[config.mk]
export PLATFORM = sky130hd
export DESIGN_NAME = fetch_unit
export DESIGN_NICKNAME = d
export VERILOG_FILES = /design/src/rtl/fetch_pkg.sv /design/src/rtl/fetch_skid_fifo.sv /design/src/rtl/fetch_unit.sv
export SDC_FILE = /design/constraint.sdc
export NUM_CORES = 1
export LEC_CHECK = 0
export CORE_ASPECT_RATIO = 0.5
export CORE_UTILIZATION = 45
export CTS_CLUSTER_SIZE = 8
export DETAILED_ROUTE_END_ITERATION = 10
export PLACE_DENSITY_LB_ADDON = 0.2
export SYNTH_ARGS = -nofsm -noshare
export SYNTH_HDL_FRONTEND = slang
export SYNTH_HIERARCHICAL = 1
export SYNTH_SLANG_ARGS = --single-unit
[constraint.sdc]
create_clock -name clk -period 3.5 [get_ports clk]
set_input_delay 0.7 -clock clk [delete_from_list [all_inputs] [get_ports clk]]
set_output_delay 0.7 -clock clk [all_outputs]
set_load 0.05 [all_outputs]
[src/rtl/fetch_pkg.sv]
`default_nettype none
// ============================================================================
// Module      : fetch_pkg
// Description : Shared types and constants for the instruction-fetch stage.
// Revision    : 1.0 - initial release
// ============================================================================
package fetch_pkg;

   typedef enum logic [1:0] {
      S_REQ  = 2'd0,
      S_WAIT = 2'd1,
      S_DROP = 2'd2,
      S_HALT = 2'd3
   } fetch_state_e;

   localparam logic [31:0] PC_STEP = 32'd4;
   localparam int unsigned INST_W  = 32;

   typedef struct packed {
      logic [INST_W-1:0] data;
      logic [31:0]       pc;
   } fetch_entry_t;

endpackage
`default_nettype wire

[src/rtl/fetch_skid_fifo.sv]
`default_nettype none
// ============================================================================
// Module      : fetch_skid_fifo
// Description : 2-entry FIFO (head/tail registers); flush beats push and pop.
// Revision    : 1.0 - initial release
// ============================================================================
module fetch_skid_fifo
   import fetch_pkg::*;
(
   input  logic              clk,
   input  logic              rst_n,
   input  logic              flush_i,
   input  logic              push_i,
   input  logic [INST_W-1:0] push_data_i,
   input  logic [31:0]       push_pc_i,
   input  logic              pop_i,
   output logic              valid_o,
   output logic [INST_W-1:0] head_data_o,
   output logic [31:0]       head_pc_o,
   output logic [1:0]        count_o
);

   fetch_entry_t head_q;
   fetch_entry_t tail_q;
   logic [1:0]   count_q;

   fetch_entry_t w_new;
   logic         w_pop;
   logic         w_push;

   assign w_new  = '{data: push_data_i, pc: push_pc_i};
   assign w_pop  = pop_i && (count_q != 2'd0);
   assign w_push = push_i && ((count_q != 2'd2) || w_pop);

   always_ff @(posedge clk) begin
      if (!rst_n) begin
         count_q <= 2'd0;
         head_q  <= '0;
         tail_q  <= '0;
      end else if (flush_i) begin
         count_q <= 2'd0;
      end else begin
         case ({w_push, w_pop})
            2'b11: begin
               // Entry being popped makes room; new word lands behind whatever remains
               if (count_q == 2'd1) begin
                  head_q <= w_new;
               end else begin
                  head_q <= tail_q;
                  tail_q <= w_new;
               end
            end
            2'b10: begin
               if (count_q == 2'd0) head_q <= w_new;
               else                 tail_q <= w_new;
               count_q <= count_q + 2'd1;
            end
            2'b01: begin
               head_q  <= tail_q;
               count_q <= count_q - 2'd1;
            end
            default: ;
         endcase
      end
   end

   assign valid_o     = (count_q != 2'd0);
   assign head_data_o = head_q.data;
   assign head_pc_o   = head_q.pc;
   assign count_o     = count_q;

endmodule
`default_nettype wire

[src/rtl/fetch_unit.sv]
`default_nettype none
// ============================================================================
// Module      : fetch_unit
// Description : Instruction fetch around an external PC register; one read in
//               flight, 2-entry output FIFO. Option macro: FETCH_MISALIGN_TRAP_EN
// Revision    : 1.0 - initial release
// ============================================================================
module fetch_unit
   import fetch_pkg::*;
#(
   parameter logic [31:0] RESET_PC = 32'h0000_0000,
   parameter int unsigned DEPTH    = 2
)(
   input  logic              clk,
   input  logic              rst_n,
   input  logic [31:0]       pc_in,
   output logic [31:0]       pc_next,
   input  logic              redirect_valid,
   input  logic [31:0]       redirect_pc,
   output logic              imem_req_valid,
   input  logic              imem_req_ready,
   output logic [31:0]       imem_addr,
   input  logic              imem_rsp_valid,
   input  logic [INST_W-1:0] imem_rsp_data,
   output logic              inst_valid,
   input  logic              inst_ready,
   output logic [INST_W-1:0] inst_data,
   output logic [31:0]       inst_pc,
   output logic              fetch_misalign
);

   fetch_state_e state_q;
   logic [31:0]  req_pc_q;

   logic [1:0]   w_count;
   logic         w_inst_valid;
   logic         w_redirect_take;
   logic         w_room;
   logic         w_accept;
   logic         w_push;
   logic         w_pop;
   logic [31:0]  w_target;

   assign w_redirect_take = redirect_valid && (state_q != S_HALT);
   assign w_room          = (32'(w_count) < DEPTH);
   assign imem_req_valid  = rst_n && (state_q == S_REQ) && w_room && !redirect_valid;
   assign imem_addr       = pc_in;
   assign w_accept        = imem_req_valid && imem_req_ready;
   assign w_push          = (state_q == S_WAIT) && imem_rsp_valid && !w_redirect_take;
   assign w_pop           = w_inst_valid && inst_ready;
   assign inst_valid      = w_inst_valid;

`ifdef FETCH_MISALIGN_TRAP_EN
   logic misalign_q;
   logic w_misalign;
   assign w_misalign     = w_redirect_take && (redirect_pc[1:0] != 2'b00);
   assign w_target       = redirect_pc;
   assign fetch_misalign = misalign_q;
`else
   assign w_target       = redirect_pc & ~32'h3;
   assign fetch_misalign = 1'b0;
`endif

   always_comb begin
      pc_next = pc_in;
      if (!rst_n)               pc_next = RESET_PC;
      else if (w_redirect_take) pc_next = w_target;
      else if (w_accept)        pc_next = pc_in + PC_STEP;
   end

   always_ff @(posedge clk) begin
      if (!rst_n) begin
         state_q  <= S_REQ;
         req_pc_q <= '0;
`ifdef FETCH_MISALIGN_TRAP_EN
         misalign_q <= 1'b0;
`endif
      end else if (w_redirect_take) begin
`ifdef FETCH_MISALIGN_TRAP_EN
         if (w_misalign) begin
            state_q    <= S_HALT;
            misalign_q <= 1'b1;
         end else
`endif
         // A read still outstanding must be swallowed; if it lands now it is simply dropped
         if (state_q != S_REQ) begin
            state_q <= imem_rsp_valid ? S_REQ : S_DROP;
         end
      end else begin
         case (state_q)
            S_REQ: begin
               if (w_accept) begin
                  req_pc_q <= pc_in;
                  state_q  <= S_WAIT;
               end
            end
            S_WAIT, S_DROP: begin
               if (imem_rsp_valid) state_q <= S_REQ;
            end
            default: ;
         endcase
      end
   end

   fetch_skid_fifo u_fifo (
      .clk         (clk),
      .rst_n       (rst_n),
      .flush_i     (w_redirect_take),
      .push_i      (w_push),
      .push_data_i (imem_rsp_data),
      .push_pc_i   (req_pc_q),
      .pop_i       (w_pop),
      .valid_o     (w_inst_valid),
      .head_data_o (inst_data),
      .head_pc_o   (inst_pc),
      .count_o     (w_count)
   );

endmodule
`default_nettype wire

* Word-level counts from Yosys, hierarchy flattened
Cells that the tools add are included.
** Word-level totals
- Flip-flop bits (word level) :: 164
- Input port bits :: 102
- Word-level logic and storage cells :: 70
** Operators by class
- Add/sub/neg operators :: 3
- Order comparisons :: 1
- Eq/ne operators :: 14
- Multiplexer cells :: 16
- Bitwise gates (word level) :: 2
- Reduce and logical (&&, ||, !) cells :: 27
** Operators by type and width (count)
- two-way mux 64 bit :: 4
- case mux 64 bit (3 select lines) :: 1
- case mux 64 bit (2 select lines) :: 1
- two-way mux 32 bit :: 3
- adder 32 x 3 -> 32 bit, second input constant :: 1
- logical AND 1 bit :: 10
- two-way mux 2 bit :: 5
- inequality test 2 bit, second input constant :: 4
- case mux 2 bit (2 select lines) :: 2
- AND reduction 4 bit :: 2
- nonzero test 2 bit :: 4
- equality test 2 x 1 -> 1 bit, second input constant :: 3
- equality test 2 bit, second input constant :: 3
- inequality test 3 bit, second input constant :: 2
- AND reduction 3 bit :: 2
- nonzero test 3 bit :: 2
- logical NOT 2 bit :: 2
- inequality test 2 x 1 -> 1 bit, second input constant :: 2
- OR reduction 2 bit :: 2
- adder 2 x 1 -> 2 bit, second input constant :: 1
- logical NOT 1 bit :: 2
- < comparator 2 bit, second input constant :: 1
- NOT 1 bit :: 2
- subtractor 2 x 1 -> 2 bit, second input constant :: 1
- logical OR 1 bit :: 1

* Depth between registers and ports, before layout
Gate-level depths: netlist (run 1).
- Depth in word-level cells :: 8
- Depth in mapped cells :: 11
- Gate-level depth less buffers :: 8

* By module
The synthesis (run 1) kept the hierarchy.
** Modules (own cells, without submodules)
- fetch_skid_fifo :: times used 1, cells an instance 742, area an instance 6208.5 um^2, sequential area each 2602.5 um^2
- fetch_unit :: times used 1, cells an instance 362, area an instance 2586.2 um^2, sequential area each 680.7 um^2

* Worst setup path after synthesis (run 1)
No wires, ideal clock.
- Path kind :: input-to-output
- From :: in pc_in[4]
- To :: out pc_next[31]
- Arrival :: 3288 ps
- Slack :: -488 ps
- Stages :: 6
- Buffers on the path :: 1
- Cell sequence :: buf_2 -> nand4_4 -> nor4_4 -> nand4_2 -> nor3b_1 -> nor4_1
** Between the ends
- Longest elaborated chain between the ends :: 4
** Ends and longest elaborated chain
- from (decl) :: RTL line fetch_unit.sv:16 : input logic [31:0] pc_in,
- adder 32 x 3 -> 32 bit :: RTL line fetch_unit.sv:68 : else if (w_accept) pc_next = pc_in + PC_STEP;
- two-way mux 32 bit :: RTL line fetch_unit.sv:68
- two-way mux 32 bit :: RTL line fetch_unit.sv:67 : else if (w_redirect_take) pc_next = w_target;
- two-way mux 32 bit :: RTL line fetch_unit.sv:66 : if (!rst_n) pc_next = RESET_PC;
- to (decl) :: RTL line fetch_unit.sv:17 : output logic [31:0] pc_next,
No other way between the ends.

* Worst setup path in the final report (run 1)
- From :: in pc_in[3]
- To :: out pc_next[31]
Same word-level chain as after synthesis.

==> results of run 1 <==
-- report_power, final --
group | internal, mW | switching [mW]
logic | 0.351 | 0.474
clock network | 0.959 | 0.866
registers | 1.89 | 0.0273
total | 3.20 | 1.37
-- layout make-up --
cell class	instances	share of cell area, %
inverters	12	0.368
multi-input cells	796	39.8
clock inverters	14	1.32
clock buffers	18	3.50
well taps	259	2.65
repair buffers	291	25.6
flip-flops and latches	164	26.8
-- routing by layer --
layer | GRT usage (%) | vias up | share of wire [%]
li1 | - | 4292 | -
met1 | 36.5 | 4179 | 45
met2 | 44.1 | 387 | 46
met3 | 6.12 | 28 | 7.7
met4 | 6.87 | 0 | 1.5
met5 | 0 | - | 0
-- worst paths after layout --
path                                   startpoint  slack (ns)                end  cells past startpoint
worst max-delay path                     pc_in[3]        0.02        pc_next[31]                      8
worst min-delay path            u_fifo/tail_q[44]        0.47  u_fifo/tail_q[44]                      2
worst max register to register  u_fifo/count_o[1]        1.07  u_fifo/tail_q[36]                      9
worst min register to register  u_fifo/tail_q[44]        0.47  u_fifo/tail_q[44]                      2
-- through the flow --
stage	setup TNS, ns	std cells	utilization (%)	hold WS [ns]
after floorplan	0	1104	-	0.446
after global routing	-0.0892	1554	65.4	0.492
after detailed placement	-0.0183	1522	61.8	0.461
after global placement	0	1522	61.8	0.452
after CTS	0	1554	65.1	0.470
final	0	1554	65.4	0.471
-- worst max-delay path: cells and delay by family --
| kind | cells | cell delay [ns] |
|---|---|---|
| buffers and inverters | 3 | 0.93 |
| AND/OR/NAND/NOR | 5 | 1.14 |
-- flip-flops by register name, indices dropped and copies added (netlist names) --
register	flops
u_fifo/head_data_o	32
state_q	2
u_fifo/tail_q	64
u_fifo/head_pc_o	32
u_fifo/count_o	2
req_pc_q	32
-- Yosys cell counts (all sizes together) (5+ instances only) --
cell type and n:
nand4 11, xor2 14, a211oi 11, clkbuf 37, and3 9, nor4 5, a21oi 116, dfxtp 164
xnor2 10, o21ai 86, a31oi 67, inv 10, nand3 11, ha 7, nor3 7, nor2 22
buf 95, mux2 64, a32oi 64, nand2 263
-- logic make-up after synthesis --
| kind of cell | Yosys count |
|---|---|
| flops | 164 |
| other cells | 1 |
| compound gates | 349 |
| simple gates | 348 |
| mux | 67 |
| buf+inv | 144 |
| xor+xnor | 24 |
| fa+ha+maj | 7 |
-- what timing repair did --
item                       CTS  global route
gates cloned                 0             0
pin swaps                    4             2
gates resized for setup     10             8
setup endpoints to repair    1            10
==> impl_metrics.py, run 1 <==
metrics = {
    "critical_path": {
        "endpoint_kind": "output pin",
        "worst-path-max-fanout": 4,
        "path_cells": "clkdlybuf4s50_1, buf_6, nand2_2, nor4_4, nand4_2, nor3b_2, nor4_2, bufbuf_16",
        "cp.required_ns": 2.80,
        "crit_arrival_ns": 2.78,
        "criticalPathCategory": "primary input to output pin",
        "worstSetupStartpointType": "primary input",
        "slowest_delay_ns": 0.50,
        "worst_path_max_delay_cell": "clkdlybuf4s50_1",
    },
    "yosys": {
        "netlist.area_leader.share_pct": 37.3,
        "synthAdderAreaFrac_pct": 0.996,
        "synth-edff-count": 0,
        "synth_seq_cells": 164,
        "synth.area.mux_share_pct": 8.54,
        "synth_top_cell_by_area": "dfxtp_1",
        "synth_cells": 1104,
        "ys.flop_type": "dfxtp_1",
        "synth_seq_area_share_pct": 37.3,
        "netlist_top_cells_area": "dfxtp_1 (37%), nand2_1 (11%), mux2_2 (8.2%)",
        "avgSynthCellArea_sq_um": 7.97,
        "yosysUniqueCellTypes": 54,
        "yosys_warnings": 6,
        "ys_async_sr_fraction_pct": 0,
        "synthXorXnorAreaFrac_pct": 2.39,
        "synth-compound-area-share_pct": 24.1,
        "synth_nets": 1213,
        "synth_top_family_by_area": "compound AO/OA/AOI/OAI gates",
        "netlist_area_sq_mm": 0.00879,
        "yosys.area_share.simple_pct": 17.8,
    },
    "final_layout": {
        "nFillCells": 1604,
        "syn2layout_area_growth_pct": 39.3,
        "diodes": 0,
        "layout_common_cells": "nand2_1 (262), clkdlybuf4s50_1 (191), dfxtp_1 (164)",
        "drive_gt1_share_pct": 17.5,
        "fin_area_sq_mm": 0.0123,
        "final_nets": 1391,
        "final_common_cell": "nand2_1",
        "seq_area_sq_mm": 0.00328,
        "multi_input_area_sq_mm": 0.00487,
    },
    "run": {
        "max_cap_viol_count": 0,
    },
    "clocking": {
        "cts_tree": "built",
        "h-tree-depth": 4,
        "clockRootBuffer": "clkbuf_16",
        "cts_hold_buf": 0,
        "cts.sinks": 164,
        "path_clk_slew_ns": 0.06,
        "post_cts_buffers": 0,
        "clock_path_buffers": 2,
        "numCtsBuffers": 17,
        "insertion_delay_ns": 0.42,
    },
    "timing": {
        "finalClockSkew_ns": 0.0109,
        "setup_ws_ns": 0.0234,
        "fmaxAchievable_mhz": 288,
        "layout_min_cycle_time_ns": 3.48,
        "setup_viol": 0,
        "grt_setup_unrepaired": "true",
        "finalCritPeriodShare_pct": 99.3,
        "maxSlewViolCount": 0,
        "hold_viol_final": 0,
        "worst_slew_pin_slew_ns": 0.665,
        "slew_headroom_pct": 55.7,
    },
    "route": {
        "post-route-drc-count": 0,
        "drt_iter0_drc": 832,
        "vias_per_cell": 5.72,
        "dr.pass1.iters": 5,
        "post_drt_wl_per_cell_microns": 17.9,
        "ant_nets": 0,
        "num_vias": 8886,
        "wl_mm": 27.8,
    },
    "grt": {
        "antenna_found_initial": 0,
        "grt_max_degree": 69,
        "grt_pass1_wl_mm": 43.3,
        "track_usage_pct": 27.2,
        "grt_pass1_vias": 8504,
        "overflow": 0,
    },
    "die": {
        "rows": 35,
        "die_h_microns": 101,
        "dieArea_sq_mm": 0.0201,
        "io_pins": 233,
        "initial_utilization_pct": 46.9,
        "die-width_microns": 200,
        "core_region_area_sq_mm": 0.0187,
    },
    "power": {
        "total_power_mw": 4.57,
        "peakVddDrop_uv": 302,
        "p_leak_nw": 4.21,
        "pwr_density_cell_mw_per_mm2": 373,
    },
    "place": {
        "post-dp-hpwl_mm": 18.7,
        "post_dp_cell_area_sq_mm": 0.0116,
        "dp_slack_ns": -0.0183,
        "gp_congestion": 0.891,
        "numPortBuffers": 229,
    },
    "run_status": {
        "status": "completed",
    },
    "worst_hold_path": {
        "worstHoldPathType": "register to register",
    },
}
Note: power is estimated with default switching activity, not from simulation.
==> run 2: changes to the inputs <==
Settings changed: ABC_CLOCK_PERIOD_IN_PS from default to 3500, CTS_CLUSTER_DIAMETER from default to 60.
==> results of run 2 <==
The final DEF is identical to that of run 1; final timing and power are the same.
==> run 3: changes to the inputs <==
Settings changed: CORE_UTILIZATION 45 to 53, GPL_ROUTABILITY_DRIVEN from default to 0.
==> impl_metrics.py, run 3 (synthesis results as in run 1) <==
metrics = {
    "critical_path": {
        "slowest_delay_ns": 0.54,
        "criticalPathCategory": "primary input to output pin",
        "reg2reg_setup_slack_ns": 0.89,
        "timing.rr.start": "u_fifo/count_o[1]",
        "cp_num_buf_inv": 3,
        "worst_path_max_delay_cell": "clkdlybuf4s50_1",
        "path_cells": "clkdlybuf4s50_1, buf_4, nand4_1, nor3_1, and3_2, xnor2_1, a21oi_1, buf_12",
        "rr_worst_depth": 10,
        "crit_arrival_ns": 2.73,
        "reg2reg_to": "u_fifo/head_pc_o[14]",
        "worstSetupStartpointType": "primary input",
        "cp.required_ns": 2.80,
        "worst-path-max-fanout": 10,
        "cp_top_family": "buffers and inverters",
        "endpoint_kind": "output pin",
    },
    "die": {
        "die-width_microns": 184,
        "rows": 32,
        "die_h_microns": 93.1,
        "io_pins": 233,
        "initial_utilization_pct": 55.6,
        "dieArea_sq_mm": 0.0171,
        "core_region_area_sq_mm": 0.0158,
    },
    "route": {
        "post-route-drc-count": 0,
        "wl_mm": 27.1,
        "ant_nets": 0,
        "num_vias": 9025,
        "drt_iter0_drc": 788,
        "post_drt_wl_per_cell_microns": 17.9,
        "vias_per_cell": 5.95,
        "dr.pass1.iters": 7,
    },
    "power": {
        "pwr_density_cell_mw_per_mm2": 377,
        "p_leak_nw": 4.19,
        "peakVddDrop_uv": 297,
    },
    "run": {
        "max_cap_viol_count": 0,
    },
    "clocking": {
        "h-tree-depth": 4,
        "path_clk_slew_ns": 0.06,
        "insertion_delay_ns": 0.42,
        "cts_hold_buf": 0,
        "clockRootBuffer": "clkbuf_16",
        "clock_path_buffers": 2,
        "cts.sinks": 164,
        "cts_tree": "built",
        "numCtsBuffers": 17,
    },
    "final_layout": {
        "multi_input_area_sq_mm": 0.00486,
        "drive_gt1_share_pct": 17.4,
        "final_cells": 1517,
        "seq_area_sq_mm": 0.00328,
        "top_register": "u_fifo/tail_q",
        "diodes": 0,
        "nFillCells": 1127,
        "syn2layout_area_growth_pct": 38.3,
        "final_common_cell": "nand2_1",
        "fin_area_sq_mm": 0.0122,
        "layout_common_cells": "nand2_1 (263), clkdlybuf4s50_1 (195), dfxtp_1 (164)",
        "largest_register_ffs": 64,
        "final_nets": 1392,
    },
    "grt": {
        "antenna_found_initial": 0,
        "grt_pass1_vias": 8864,
        "overflow": 0,
        "grt_pass1_wl_mm": 42.8,
        "track_usage_pct": 31.2,
        "grt_max_degree": 83,
    },
    "timing": {
        "setup_ws_ns": 0.0688,
        "grt_setup_unrepaired": "true",
        "layout_min_cycle_time_ns": 3.43,
        "finalClockSkew_ns": 0.0101,
        "fin_tns_setup_ns": 0,
        "finalCritPeriodShare_pct": 98.0,
        "worst_slew_pin_slew_ns": 0.681,
        "setup_viol": 0,
        "maxSlewViolCount": 0,
        "fin_hold_ws_ns": 0.471,
        "fmaxAchievable_mhz": 291,
        "hold_viol_final": 0,
        "slew_headroom_pct": 54.6,
    },
    "worst_hold_path": {
        "worstHoldPathType": "register to register",
        "hold_path.startpoint": "u_fifo/tail_q[36]",
        "hold_path_depth": 2,
        "whs_endpoint": "u_fifo/tail_q[36]",
    },
    "run_status": {
        "status": "completed",
    },
    "place": {
        "dp_slack_ns": -0.00398,
        "post-dp-hpwl_mm": 18.2,
        "place_inst": 1484,
        "numPortBuffers": 229,
        "post_dp_cell_area_sq_mm": 0.0115,
    },
}
## run 3: stage by stage
| step | total power [mW] | util (%) |
|---|---|---|
| after floorplan | 2.37 | - |
| final | 4.59 | 76.9 |
| after CTS | 4.60 | 76.5 |
| after global placement | 2.75 | 72.7 |
| after global routing | 4.73 | 76.9 |
| after detailed placement | 2.76 | 72.7 |
## run 3: worst max-delay path by stage
stage / startpoint / to / slack [ns] / cells after the start
6_report: pc_in[4] / pc_next[10] / 0.07 / 8
5_1_grt: pc_in[3] / pc_next[28] / -0.02 / 8
4_1_cts: pc_in[12] / pc_next[31] / 0.03 / 7
3_5_place_dp: pc_in[2] / pc_next[30] / -0.004 / 8
3_3_place_gp: pc_in[3] / pc_next[30] / 0.01 / 8
2_1_floorplan: redirect_valid / pc_next[14] / 0.003 / 5
## run 3: layer usage
metal	GRT usage [%]	up-vias	part of all wire, %
li1	-	4298	-
met2	55.2	389	49
met5	0	-	0
met1	39.0	4302	42
met3	4.98	36	7.7
met4	10.1	0	1.2
## run 3: repair_timing
item / 4_1_cts / 5_1_grt
setup endpoints to repair: 3 / 6
setup buffers: 0 / 1
resized for setup: 3 / 8
gates cloned: 0 / 0
pin swaps: 0 / 5
endpoints found under the hold margin: 0 / 0
## run 3: report_power, final
part           switching (mW)  internal (mW)  total [mW]
sequential             0.0272           1.89        1.92
clock                   0.773           1.08        1.85
combinational           0.471          0.347       0.817
total                    1.27           3.32        4.59
## run 3: area by class of cell
type                    count  area share, %
inverters                  12          0.370
well taps                 221           2.27
repair buffers            292           25.6
clock buffers              19           3.64
flip-flops and latches    164           27.0
clock inverters            13           1.20
multi-input cells         796           39.9
## run 3: tightest hold or removal path, cell delays in order, from the launching register on
cell	delay, ns
dfxtp_1	0.32
nand2_1	0.06
a21oi_1	0.05
==> RTL edit, RTL diff (settings of run 1) <==
Add a define of `FETCH_MISALIGN_TRAP_EN`.
--- a/src/rtl/fetch_unit.sv
+++ b/src/rtl/fetch_unit.sv
@@ -5,6 +5,8 @@
 //               flight, 2-entry output FIFO. Option macro: FETCH_MISALIGN_TRAP_EN
 // Revision    : 1.0 - initial release
 // ============================================================================
+`define FETCH_MISALIGN_TRAP_EN
+
 module fetch_unit
    import fetch_pkg::*;
 #(
Function: changed (a bounded check fails within 4 cycles, from zero or initial values and one cycle with rst_n low).
==> RTL edit against run 1 <==
  * Via count increased by 6.7%
  * Sequential cell count is 1 higher
  * Maximum frequency decreased by 0.89%
  * Final area increased by 3.9%
  * Worst setup slack got worse by 31 ps
  * Routed wire length rose by 10%
  * Synthesized area increased by 1.1%
  * Hold slack lost 1.2 ps
  * Die area up 1.0%
  * The run now ends with setup timing left
Power is not compared: it rests on default switching activity, and its combinational part moved more than twofold at a synthesized area within 25%.
==> RTL edit: results (changes against run 1) <==
logic_synthesis:
  postSynthNetCount: 1244  # +2.6%
  yosysUniqueCellTypes: 49  # -9.3%
  synthTopCellsByArea: "dfxtp_1 (37%), nand2_1 (11%), mux2_2 (8.1%)"
  avgSynthCellArea_sq_um: 7.83  # -1.7%
  ys_seq_area_frac: 0.372  # -0.00169
  synth_common_cells: "nand2_1 (271), dfxtp_1 (165), a21oi_1 (113), a31oi_1 (79)"
detailed_routing:
  avgRoutedWirePerCell_um: 19.1  # +6.7%
  firstDrtPassIters: 5  # unchanged
  routed_via_density: 5.91  # +3.3%
  drt_iter0_drc: 736  # -12%
  totalWireLength_mm: 30.6  # +10%
sta:
  fin_ws_ps: -7.84  # -31.3 ps
  relSlewSlack: 0.475  # -0.0817
  setup_viol: 1  # +1
  whs_ps: 470  # -1.16 ps
  tns_ps: -7.84  # -7.84 ps
  fin_skew_ps: 15.4  # +4.53 ps
layout:
  nets: 1440  # +3.5%
  top_register: "u_fifo/tail_q"
  largest_register_ffs: 64  # unchanged
  drive_gt1_frac: 0.198  # +0.0234
setup_path:
  cp.arrival_ps: 2810  # +30 ps
  crit_slowest_cell: "or4_4"
  rrSetupSlack_ps: 810  # -260 ps
  slowest_delay_ps: 610  # +110 ps
  reg2reg_from: "state_q[0]$_SDFFE_PN0P_"
  crit_family: "simple AND/OR/NAND/NOR gates"
  rr_worst_depth: 8  # -1
  r2r_end: "u_fifo/head_pc_o[19]$_SDFFE_PN0P_"
  cp_max_fo: 12  # +8
placed_design:
  dp_slack_ps: -267  # -249 ps
  io_buffers: 232  # +1.3%
  gp_congestion: 0.909  # +1.9%
  dpl.hpwl_mm: 20.2  # +8.0%
  place_inst: 1565  # +2.8%
status:
  violations: "setup timing"
  status: "finished, violations left"
grt:
  antenna_found_initial: 0  # unchanged
  grt_max_degree: 73  # +5.8%
  grtUsageTotal: 0.291  # +0.0192
  grt_pass1_vias: 8734  # +2.7%
  grt_first_pass_wirelength_mm: 47.3  # +9.1%
pwr:
  p_int_mw: 3.67
  irDropWorstVdd_v: 0.000353
hold_path:
  min_from: "u_fifo/tail_q[46]$_SDFFE_PN0P_"
  min_to: "u_fifo/tail_q[46]$_SDFFE_PN0P_"
clock_tree:
  clockRootBuffer: "clkbuf_16"
  cts_buffers: 17  # unchanged
  clkLatencyLatePin_ps: 420  # about the same
RTL edit: changes by cell type after synthesis, moves of 8 or more:
cell	before	now
or4_1	2	15
a31oi_1	67	79
o31ai_1	2	12
xor2_1	14	4
o21ai_0	30	39
nand2_1	263	271
RTL edit: cell families after synthesis:
| kind of cell | after synthesis | share of synthesized area |
|---|---|---|
| xor+xnor | 11 | 0.0108 |
| simple gates | 361 | 0.178 |
| fa+ha+maj | 7 | 0.00985 |
| mux | 65 | 0.0822 |
| compound gates | 376 | 0.258 |
| flops | 165 | 0.372 |
| buf+inv | 150 | 0.0891 |
RTL edit: worst max-delay path by stage:
stage                         start          end  slack (ps)  depth (start not counted)
after floorplan               rst_n  pc_next[19]          10                          8
after global placement    pc_in[12]  pc_next[23]        -240                          7
after detailed placement  pc_in[12]  pc_next[27]        -270                          7
after CTS                  pc_in[3]  pc_next[14]          -9                          7
after global routing      pc_in[10]  pc_next[20]         -20                          9
final                     pc_in[10]  pc_next[20]          -8                          9
RTL edit: through the flow:
stage                     utilization  total power [mW]  instance area [sq um]
after global routing            0.675              5.99                  12700
after floorplan                     -              3.19                   8990
after CTS                       0.672              5.78                  12700
after detailed placement        0.629              3.94                  11900
final                           0.675              5.78                  12700
after global placement          0.629              3.92                  11900
RTL edit: power groups by stage:
stage	combinational (mW)	sequential, mW	clock (mW)
global route	1.97	2.09	1.94
floorplan	0.844	2.34	0
global placement	1.81	2.11	0
detailed placement	1.83	2.12	0
finish	1.87	2.08	1.83
CTS	1.85	2.07	1.86
RTL edit: worst reg2reg max path: cells and delay by family (launching register included):
kind	cells	cell delay, ps
AOI/OAI and AO/OA	3	820
adders and majority gates	1	220
and+or+nand+nor	3	860
buffers and inverters	1	310
DFF	1	400
RTL edit: metal layers:
metal / track usage / up-vias / routed length [um]
met5: 0 / - / 0
met4: 0.0904 / 0 / 621
met3: 0.0737 / 43 / 2650
met2: 0.471 / 423 / 14100
met1: 0.384 / 4513 / 13300
li1: - / 4500 / -
RTL edit: final cells by class:
class / count / area (sq um)
Timing Repair Buffer: 313 / 3360
Sequential cell: 165 / 3300
Clock inverter: 15 / 161
Antenna cell: 1 / 2.50
Fill cell: 1489 / 6140
Inverter: 14 / 53.8
Tap cell: 259 / 324
Clock buffer: 17 / 425
Multi-Input combinational cell: 820 / 5100
RTL edit: timing repair:
| action | in CTS | in global routing |
|---|---|---|
| buffers inserted | 4 | 0 |
| gates resized for setup | 50 | 27 |
| pin swaps | 13 | 5 |
| gates cloned | 2 | 0 |
| endpoints found under the setup margin | 14 | 17 |
